<file path="src/rtl/dvfs_pkg.sv">
// Shared types for the DVFS level sequencer: FSM state encoding, load decision
// encoding and the level-index width derivation.
package dvfs_pkg;

    typedef enum logic [2:0] {
        ST_IDLE,
        ST_VOLT_UP,
        ST_FREQ_UP,
        ST_FREQ_DOWN,
        ST_VOLT_DOWN
    } dvfs_state_e;

    typedef enum logic [1:0] {
        DEC_NONE,
        DEC_UP,
        DEC_DOWN
    } dvfs_dec_e;

    // Width of a level index; at least one bit even for a two-level table.
    function automatic int lvl_width(input int n);
        return (n > 2) ? $clog2(n) : 1;
    endfunction

endpackage

</file>
<file path="src/rtl/dvfs_load_eval.sv">
// Load evaluator: compares cpu_usage against the thresholds around the current
// level and emits a one-cycle step strobe once a decision has persisted long enough.
module dvfs_load_eval
    import dvfs_pkg::*;
#(
    parameter int NUM_LEVELS   = 4,
    parameter int USAGE_W      = 8,
    parameter int HYST         = 5,
    parameter int DWELL_CYCLES = 4,
    parameter int LVL_W        = lvl_width(NUM_LEVELS)
) (
    input  logic                              clk,
    input  logic                              reset,
    input  logic                              idle,
    input  logic                              en,
    input  logic [LVL_W-1:0]                  level,
    input  logic [USAGE_W-1:0]                cpu_usage,
    input  logic [(NUM_LEVELS-1)*USAGE_W-1:0] up_thr,
    output logic                              step_up,
    output logic                              step_down
);

    localparam int TOP      = NUM_LEVELS - 1;
    localparam int CNT_W    = $clog2(DWELL_CYCLES + 1);
    localparam int HYST_SAT = (HYST < (1 << USAGE_W)) ? HYST : (1 << USAGE_W) - 1;
    localparam logic [USAGE_W-1:0] HYST_V  = HYST_SAT[USAGE_W-1:0];
    localparam logic [CNT_W-1:0]   DWELL_V = CNT_W'(DWELL_CYCLES);

    // Top entry is padding so any level indexes the table safely.
    logic [USAGE_W-1:0] thr_arr [NUM_LEVELS];

    generate
        for (genvar gi = 0; gi < NUM_LEVELS; gi++) begin : g_thr
            if (gi < TOP) begin : g_real
                assign thr_arr[gi] = up_thr[gi*USAGE_W +: USAGE_W];
            end else begin : g_pad
                assign thr_arr[gi] = '1;
            end
        end
    endgenerate

    logic [USAGE_W-1:0] thr_hi;
    logic [USAGE_W-1:0] thr_lo;
    logic [USAGE_W-1:0] dn_thr;
    logic [LVL_W-1:0]   level_m1;
    dvfs_dec_e          dec;

    always_comb begin
        level_m1 = level - LVL_W'(1);
        thr_hi   = thr_arr[level];
        thr_lo   = (level != '0) ? thr_arr[level_m1] : '0;
        dn_thr   = (thr_lo > HYST_V) ? (thr_lo - HYST_V) : '0;
        dec      = DEC_NONE;
        if ((int'(level) < TOP) && (cpu_usage >= thr_hi)) begin
            dec = DEC_UP;
        end else if ((level != '0) && (cpu_usage < dn_thr)) begin
            dec = DEC_DOWN;
        end
    end

    logic [CNT_W-1:0] cnt_q, cnt_d, run_len;
    dvfs_dec_e        dec_q, dec_d;
    logic             fire;

    // run_len counts the current cycle; the counter never exceeds DWELL-1 at rest.
    always_comb begin
        run_len = '0;
        if (dec != DEC_NONE) begin
            run_len = (dec == dec_q) ? (cnt_q + CNT_W'(1)) : CNT_W'(1);
        end
        fire  = idle && en && (dec != DEC_NONE) && (run_len == DWELL_V);
        cnt_d = run_len;
        dec_d = dec;
        if (!idle || !en || fire) begin
            cnt_d = '0;
            dec_d = DEC_NONE;
        end
    end

    always_ff @(posedge clk or posedge reset) begin
        if (reset) begin
            cnt_q <= '0;
            dec_q <= DEC_NONE;
        end else begin
            cnt_q <= cnt_d;
            dec_q <= dec_d;
        end
    end

    assign step_up   = fire && (dec == DEC_UP);
    assign step_down = fire && (dec == DEC_DOWN);

endmodule

</file>
<file path="src/rtl/dvfs_level_sequencer.sv">
// DVFS level sequencer: steps one operating point at a time, raising voltage
// before frequency on the way up and lowering frequency before voltage on the way down.
module dvfs_level_sequencer
    import dvfs_pkg::*;
#(
    parameter int NUM_LEVELS      = 4,
    parameter int USAGE_W         = 8,
    parameter int HYST            = 5,
    parameter int DWELL_CYCLES    = 4,
    parameter int PLL_LOCK_CYCLES = 8,
    localparam int LVL_W          = lvl_width(NUM_LEVELS)
) (
    input  logic                              clk,
    input  logic                              reset,
    input  logic                              en,
    input  logic [USAGE_W-1:0]                cpu_usage,
    input  logic [(NUM_LEVELS-1)*USAGE_W-1:0] up_thr,
    input  logic                              volt_ack,
    output logic                              volt_req,
    output logic [LVL_W-1:0]                  volt_sel,
    output logic [LVL_W-1:0]                  freq_sel,
    output logic [LVL_W-1:0]                  cur_level,
    output logic                              busy
);

    localparam int LOCK_W = (PLL_LOCK_CYCLES > 1) ? $clog2(PLL_LOCK_CYCLES) : 1;
    localparam logic [LOCK_W-1:0] LOCK_LAST = LOCK_W'(PLL_LOCK_CYCLES - 1);

    dvfs_state_e       state_q, state_d;
    logic [LVL_W-1:0]  cur_level_q, cur_level_d;
    logic [LVL_W-1:0]  volt_sel_q, volt_sel_d;
    logic [LVL_W-1:0]  freq_sel_q, freq_sel_d;
    logic              volt_req_q, volt_req_d;
    logic              busy_q, busy_d;
    logic [LOCK_W-1:0] lock_cnt_q, lock_cnt_d;
    logic              step_up, step_down;

    dvfs_load_eval #(
        .NUM_LEVELS   (NUM_LEVELS),
        .USAGE_W      (USAGE_W),
        .HYST         (HYST),
        .DWELL_CYCLES (DWELL_CYCLES),
        .LVL_W        (LVL_W)
    ) u_load_eval (
        .clk       (clk),
        .reset     (reset),
        .idle      (state_q == ST_IDLE),
        .en        (en),
        .level     (cur_level_q),
        .cpu_usage (cpu_usage),
        .up_thr    (up_thr),
        .step_up   (step_up),
        .step_down (step_down)
    );

    logic lock_done;
    assign lock_done = (lock_cnt_q == LOCK_LAST);

    always_comb begin
        state_d     = state_q;
        cur_level_d = cur_level_q;
        volt_sel_d  = volt_sel_q;
        freq_sel_d  = freq_sel_q;
        volt_req_d  = volt_req_q;
        lock_cnt_d  = '0;
        case (state_q)
            ST_IDLE: begin
                if (step_up) begin
                    state_d    = ST_VOLT_UP;
                    volt_sel_d = cur_level_q + LVL_W'(1);
                    volt_req_d = 1'b1;
                end else if (step_down) begin
                    state_d    = ST_FREQ_DOWN;
                    freq_sel_d = cur_level_q - LVL_W'(1);
                end
            end
            ST_VOLT_UP: begin
                if (volt_ack) begin
                    state_d    = ST_FREQ_UP;
                    volt_req_d = 1'b0;
                    freq_sel_d = volt_sel_q;
                end
            end
            ST_FREQ_UP: begin
                if (lock_done) begin
                    state_d     = ST_IDLE;
                    cur_level_d = freq_sel_q;
                end else begin
                    lock_cnt_d = lock_cnt_q + LOCK_W'(1);
                end
            end
            ST_FREQ_DOWN: begin
                // Voltage only drops once the PLL has settled at the lower frequency.
                if (lock_done) begin
                    state_d    = ST_VOLT_DOWN;
                    volt_sel_d = freq_sel_q;
                    volt_req_d = 1'b1;
                end else begin
                    lock_cnt_d = lock_cnt_q + LOCK_W'(1);
                end
            end
            ST_VOLT_DOWN: begin
                if (volt_ack) begin
                    state_d     = ST_IDLE;
                    volt_req_d  = 1'b0;
                    cur_level_d = volt_sel_q;
                end
            end
            default: begin
                state_d = ST_IDLE;
            end
        endcase
        busy_d = (state_d != ST_IDLE);
    end

    always_ff @(posedge clk or posedge reset) begin
        if (reset) begin
            state_q     <= ST_IDLE;
            cur_level_q <= '0;
            volt_sel_q  <= '0;
            freq_sel_q  <= '0;
            volt_req_q  <= 1'b0;
            busy_q      <= 1'b0;
            lock_cnt_q  <= '0;
        end else begin
            state_q     <= state_d;
            cur_level_q <= cur_level_d;
            volt_sel_q  <= volt_sel_d;
            freq_sel_q  <= freq_sel_d;
            volt_req_q  <= volt_req_d;
            busy_q      <= busy_d;
            lock_cnt_q  <= lock_cnt_d;
        end
    end

    assign volt_req  = volt_req_q;
    assign volt_sel  = volt_sel_q;
    assign freq_sel  = freq_sel_q;
    assign cur_level = cur_level_q;
    assign busy      = busy_q;

endmodule

</file>
<file path="config.mk">
export PLATFORM = sky130hd
export DESIGN_NAME = dvfs_level_sequencer
export DESIGN_NICKNAME = d
export VERILOG_FILES = /design/src/rtl/dvfs_pkg.sv /design/src/rtl/dvfs_load_eval.sv /design/src/rtl/dvfs_level_sequencer.sv
export SDC_FILE = /design/constraint.sdc
export NUM_CORES = 1
export LEC_CHECK = 0
export CORE_MARGIN = 2
export CORE_UTILIZATION = 50
export CTS_CLUSTER_SIZE = 8
export DETAILED_ROUTE_END_ITERATION = 10
export DONT_BUFFER_PORTS = 1
export GPL_TIMING_DRIVEN = 0
export PLACE_DENSITY_LB_ADDON = 0.3
export SLEW_MARGIN = 20
export SYNTH_ARGS = -nofsm -noshare
export SYNTH_HDL_FRONTEND = slang
export SYNTH_SLANG_ARGS = --single-unit
</file>
<file path="constraint.sdc">
create_clock -name clk -period 6.4 [get_ports clk]
set_input_delay 1.28 -clock clk [delete_from_list [all_inputs] [get_ports clk]]
set_output_delay 1.28 -clock clk [all_outputs]
set_load 0.005 [all_outputs]
</file>
==> results.sh <==
export IMPL_vias_per_cell=6.06
export IMPL_fin_crit_ns=6.01
export IMPL_r2r_end="freq_sel[0]$_DFFE_PP0P_"
export IMPL_skew_ns=0.00156
export IMPL_final_nets=287
export IMPL_start_util_pct=53.0
export IMPL_die_h_um=66.8
export IMPL_cp_arrival_ns=6.15
export IMPL_syn_to_final_growth_pct=5.97
export IMPL_pre_cts_slack_ns=-0.0167
export IMPL_setup_tns_final_ns=0
export IMPL_drc=0
export IMPL_use_met1_pct=24.7
export IMPL_rr_worst_depth=24
export IMPL_drv_cap=0
export IMPL_grt_usage_pct=20.9
export IMPL_syn_avg_cell_area_um2=8.79
export IMPL_dp_hpwl_um=3600
export IMPL_post_cts_setup_buffer_count=0
export IMPL_cts_tree="built"
export IMPL_use_met2_pct=36.0
export IMPL_tightest_slew_ns=0.694
export IMPL_drv_slew=0
export IMPL_min_path_cells=1
export IMPL_synth_area_leader_cell="dfrtp_1"
export IMPL_startpoint_type="flip-flop"
export IMPL_rsz0062_at_grt="false"
export IMPL_hold_ws_ns=0.434
export IMPL_synthFlopType="dfrtp_1"
export IMPL_crit_fanout=10
export IMPL_routed_wl_um=4400
export IMPL_yosysSeqAreaShare_pct=24.1
export IMPL_diodes=0
export IMPL_drt_initial_drc_count=88
export IMPL_synth_cell_types=52
export IMPL_cts_max_level=1
export IMPL_synth_seq_cells=19
export IMPL_syn_nets=282
export IMPL_clkSinkCount=19
export IMPL_mostFrequentLayoutCells="28 x nand2_1, 22 x nor2_1, 22 x ha_1"
export IMPL_grt_start_max_net_pins=20
export IMPL_core_rowCount=22
export IMPL_port_buffers=0
export IMPL_critPathKind="reg -> reg"
export IMPL_peakVddDrop_mv=0.127
export IMPL_cp_end_kind="flip-flop"
export IMPL_wl_per_cell_um=15.9
export IMPL_clk_pin_slew_ns=0.07
export IMPL_min_path_type="reg -> reg"
export IMPL_hold_violations=0
export IMPL_ys_top_cells_by_area="dfrtp_1 24%, ha_1 14%, mux2i_1 7.1%"
export IMPL_dr_pass1_iters=4
export IMPL_reg2reg_slack_ns=0.39
export IMPL_fin_util_pct=56.2
export IMPL_die_w_um=66.8
export IMPL_grt_use_met3_pct=3.55
export IMPL_cts_root_buf="clkbuf_8"
export IMPL_required_ns=6.54
export IMPL_timing_fmax_mhz=166
export IMPL_vias=1673
export IMPL_coreArea_um2=3720
export IMPL_io_pins=44
export IMPL_synth_edf_count=0
export IMPL_hold_path_end="lock_cnt_q[0]$_DFF_PP0_"
export IMPL_max_slew_margin_pct=53.7
export IMPL_final_common_cell="nand2_1"
export IMPL_async_flop_share_pct=100
export IMPL_hold_start="lock_cnt_q[0]$_DFF_PP0_"
export IMPL_ant_nets=0
export IMPL_synth_top_cell_area_share_pct=24.1
export IMPL_synth_warnings=0
export IMPL_grt_overflow=0
export IMPL_grt_pass1_wl_um=7000
export IMPL_grt_pass1_vias=1630
export IMPL_antenna_found_initial=0
export IMPL_cts_buffers=3
export IMPL_clock_latency_ns=0.26
export IMPL_cts_buffer_depth=2
export IMPL_r2r_start="cur_level[0]$_DFFE_PP0P_"
export IMPL_leakage_nw=0.932
export IMPL_syn_area_um2=1970
export IMPL_top_usage_layer="met2"
export IMPL_power_density_nw_per_um2=114
export IMPL_fp_dieArea_um2=4460
export IMPL_setup_viol=0
export IMPL_fin_crit_sh_pct=93.9
export IMPL_netlist_instances=224
export IMPL_drive_above_1_share_pct=11.8
export IMPL_gp_congestion=0.845
export IMPL_setup_ws_ns=0.393
export IMPL_run_status="completed"
## cell families after synthesis
family          count (synthesis)  share of synthesized area (%)
mux                            26                           14.5
xor+xnor                        3                           1.33
flops                          19                           24.1
simple gates                   84                           21.7
fa+ha+maj                      22                           14.0
buf+inv                        17                           4.26
compound gates                 53                           20.0
## cells in the mapped netlist, drive strengths merged, types with 2 or more instances
library cell,n
a211o,2
a211oi,6
a21o,4
a21oi,8
a221oi,4
a31oi,3
and2,2
buf,4
clkbuf,5
dfrtp,19
ha,22
inv,8
mux2,11
mux2i,15
nand2,28
nand2b,7
nand3,3
nand3b,2
nor2,22
nor2b,3
nor3,3
nor3b,7
o2111ai,2
o21ai,5
o22ai,8
or3,2
xor2,2
## critical path: stages (launching register included)
cell,delay (ns)
dfrtp_1,0.54
buf_2,0.29
buf_4,0.21
clkbuf_2,0.28
inv_1,0.10
ha_1,0.31
buf_6,0.16
buf_6,0.15
mux2i_1,0.15
a211oi_2,0.35
inv_1,0.08
ha_1,0.21
or2_2,0.30
a211oi_2,0.22
a21o_1,0.18
nand2_1,0.07
mux2_2,0.27
ha_1,0.31
a21o_1,0.20
a2111o_1,0.40
a211oi_1,0.20
o31a_1,0.23
o2111ai_2,0.16
nand2_1,0.17
mux2_1,0.33
## worst max path at each step
stage                                         from                 endpoint  slack [ns]  cells after the start
after floorplan           cur_level[0]$_DFFE_PP0P_  freq_sel[0]$_DFFE_PP0P_        0.86                     24
after global placement    cur_level[0]$_DFFE_PP0P_  freq_sel[0]$_DFFE_PP0P_       0.006                     24
after detailed placement  cur_level[0]$_DFFE_PP0P_  freq_sel[0]$_DFFE_PP0P_       -0.02                     22
after CTS                 cur_level[0]$_DFFE_PP0P_  freq_sel[0]$_DFFE_PP0P_        0.18                     24
after global routing      cur_level[0]$_DFFE_PP0P_  freq_sel[0]$_DFFE_PP0P_        0.03                     24
final                     cur_level[0]$_DFFE_PP0P_  freq_sel[0]$_DFFE_PP0P_        0.39                     24
## layer usage
layer / up-vias / part of all wire (%) / wire (µm)
met4: 0 / 2.6 / 115
met2: 45 / 50 / 2200
met3: 9 / 6.2 / 271
met5: - / 0 / 0
li1: 843 / - / -
met1: 776 / 41 / 1810
## report_power, final
part / internal, mW / switching, mW
Clock: 0.0443 / 0.0391
Sequential: 0.121 / 0.000839
Combinational: 0.0154 / 0.0180
## repair_timing
| action | 4_1_cts | 5_1_grt |
|---|---|---|
| resized for setup | 2 | 2 |
| setup endpoints to repair | 2 | 9 |
| hold buffers | 0 | 0 |
## sequential cells by signal, indices dropped and copies added, names as in the netlist
| name | count |
|---|---|
| u_load_eval.dec_q | 2 |
| volt_sel | 2 |
| state_q | 3 |
| freq_sel | 2 |
| busy | 1 |
| lock_cnt_q | 3 |
| volt_req | 1 |
| cur_level | 2 |
| u_load_eval.cnt_q | 3 |
## through the flow
step / area [µm²] / total power, mW / instances
after floorplan: 1970 / 0.152 / 224
after global placement: 2030 / 0.157 / 272
after detailed placement: 2030 / 0.158 / 272
after CTS: 2080 / 0.241 / 276
after global routing: 2090 / 0.250 / 276
final: 2090 / 0.239 / 276
## final cells by class
type	count	area (µm²)
Buffer	9	55.1
Tap cell	48	60.1
Fill cell	365	1630
Clock buffer	4	45.0
Multi-Input combinational cell	188	1420
Inverter	8	30.0
Sequential cell	19	475
No activity file was read; power rests on OpenSTA's default activity.
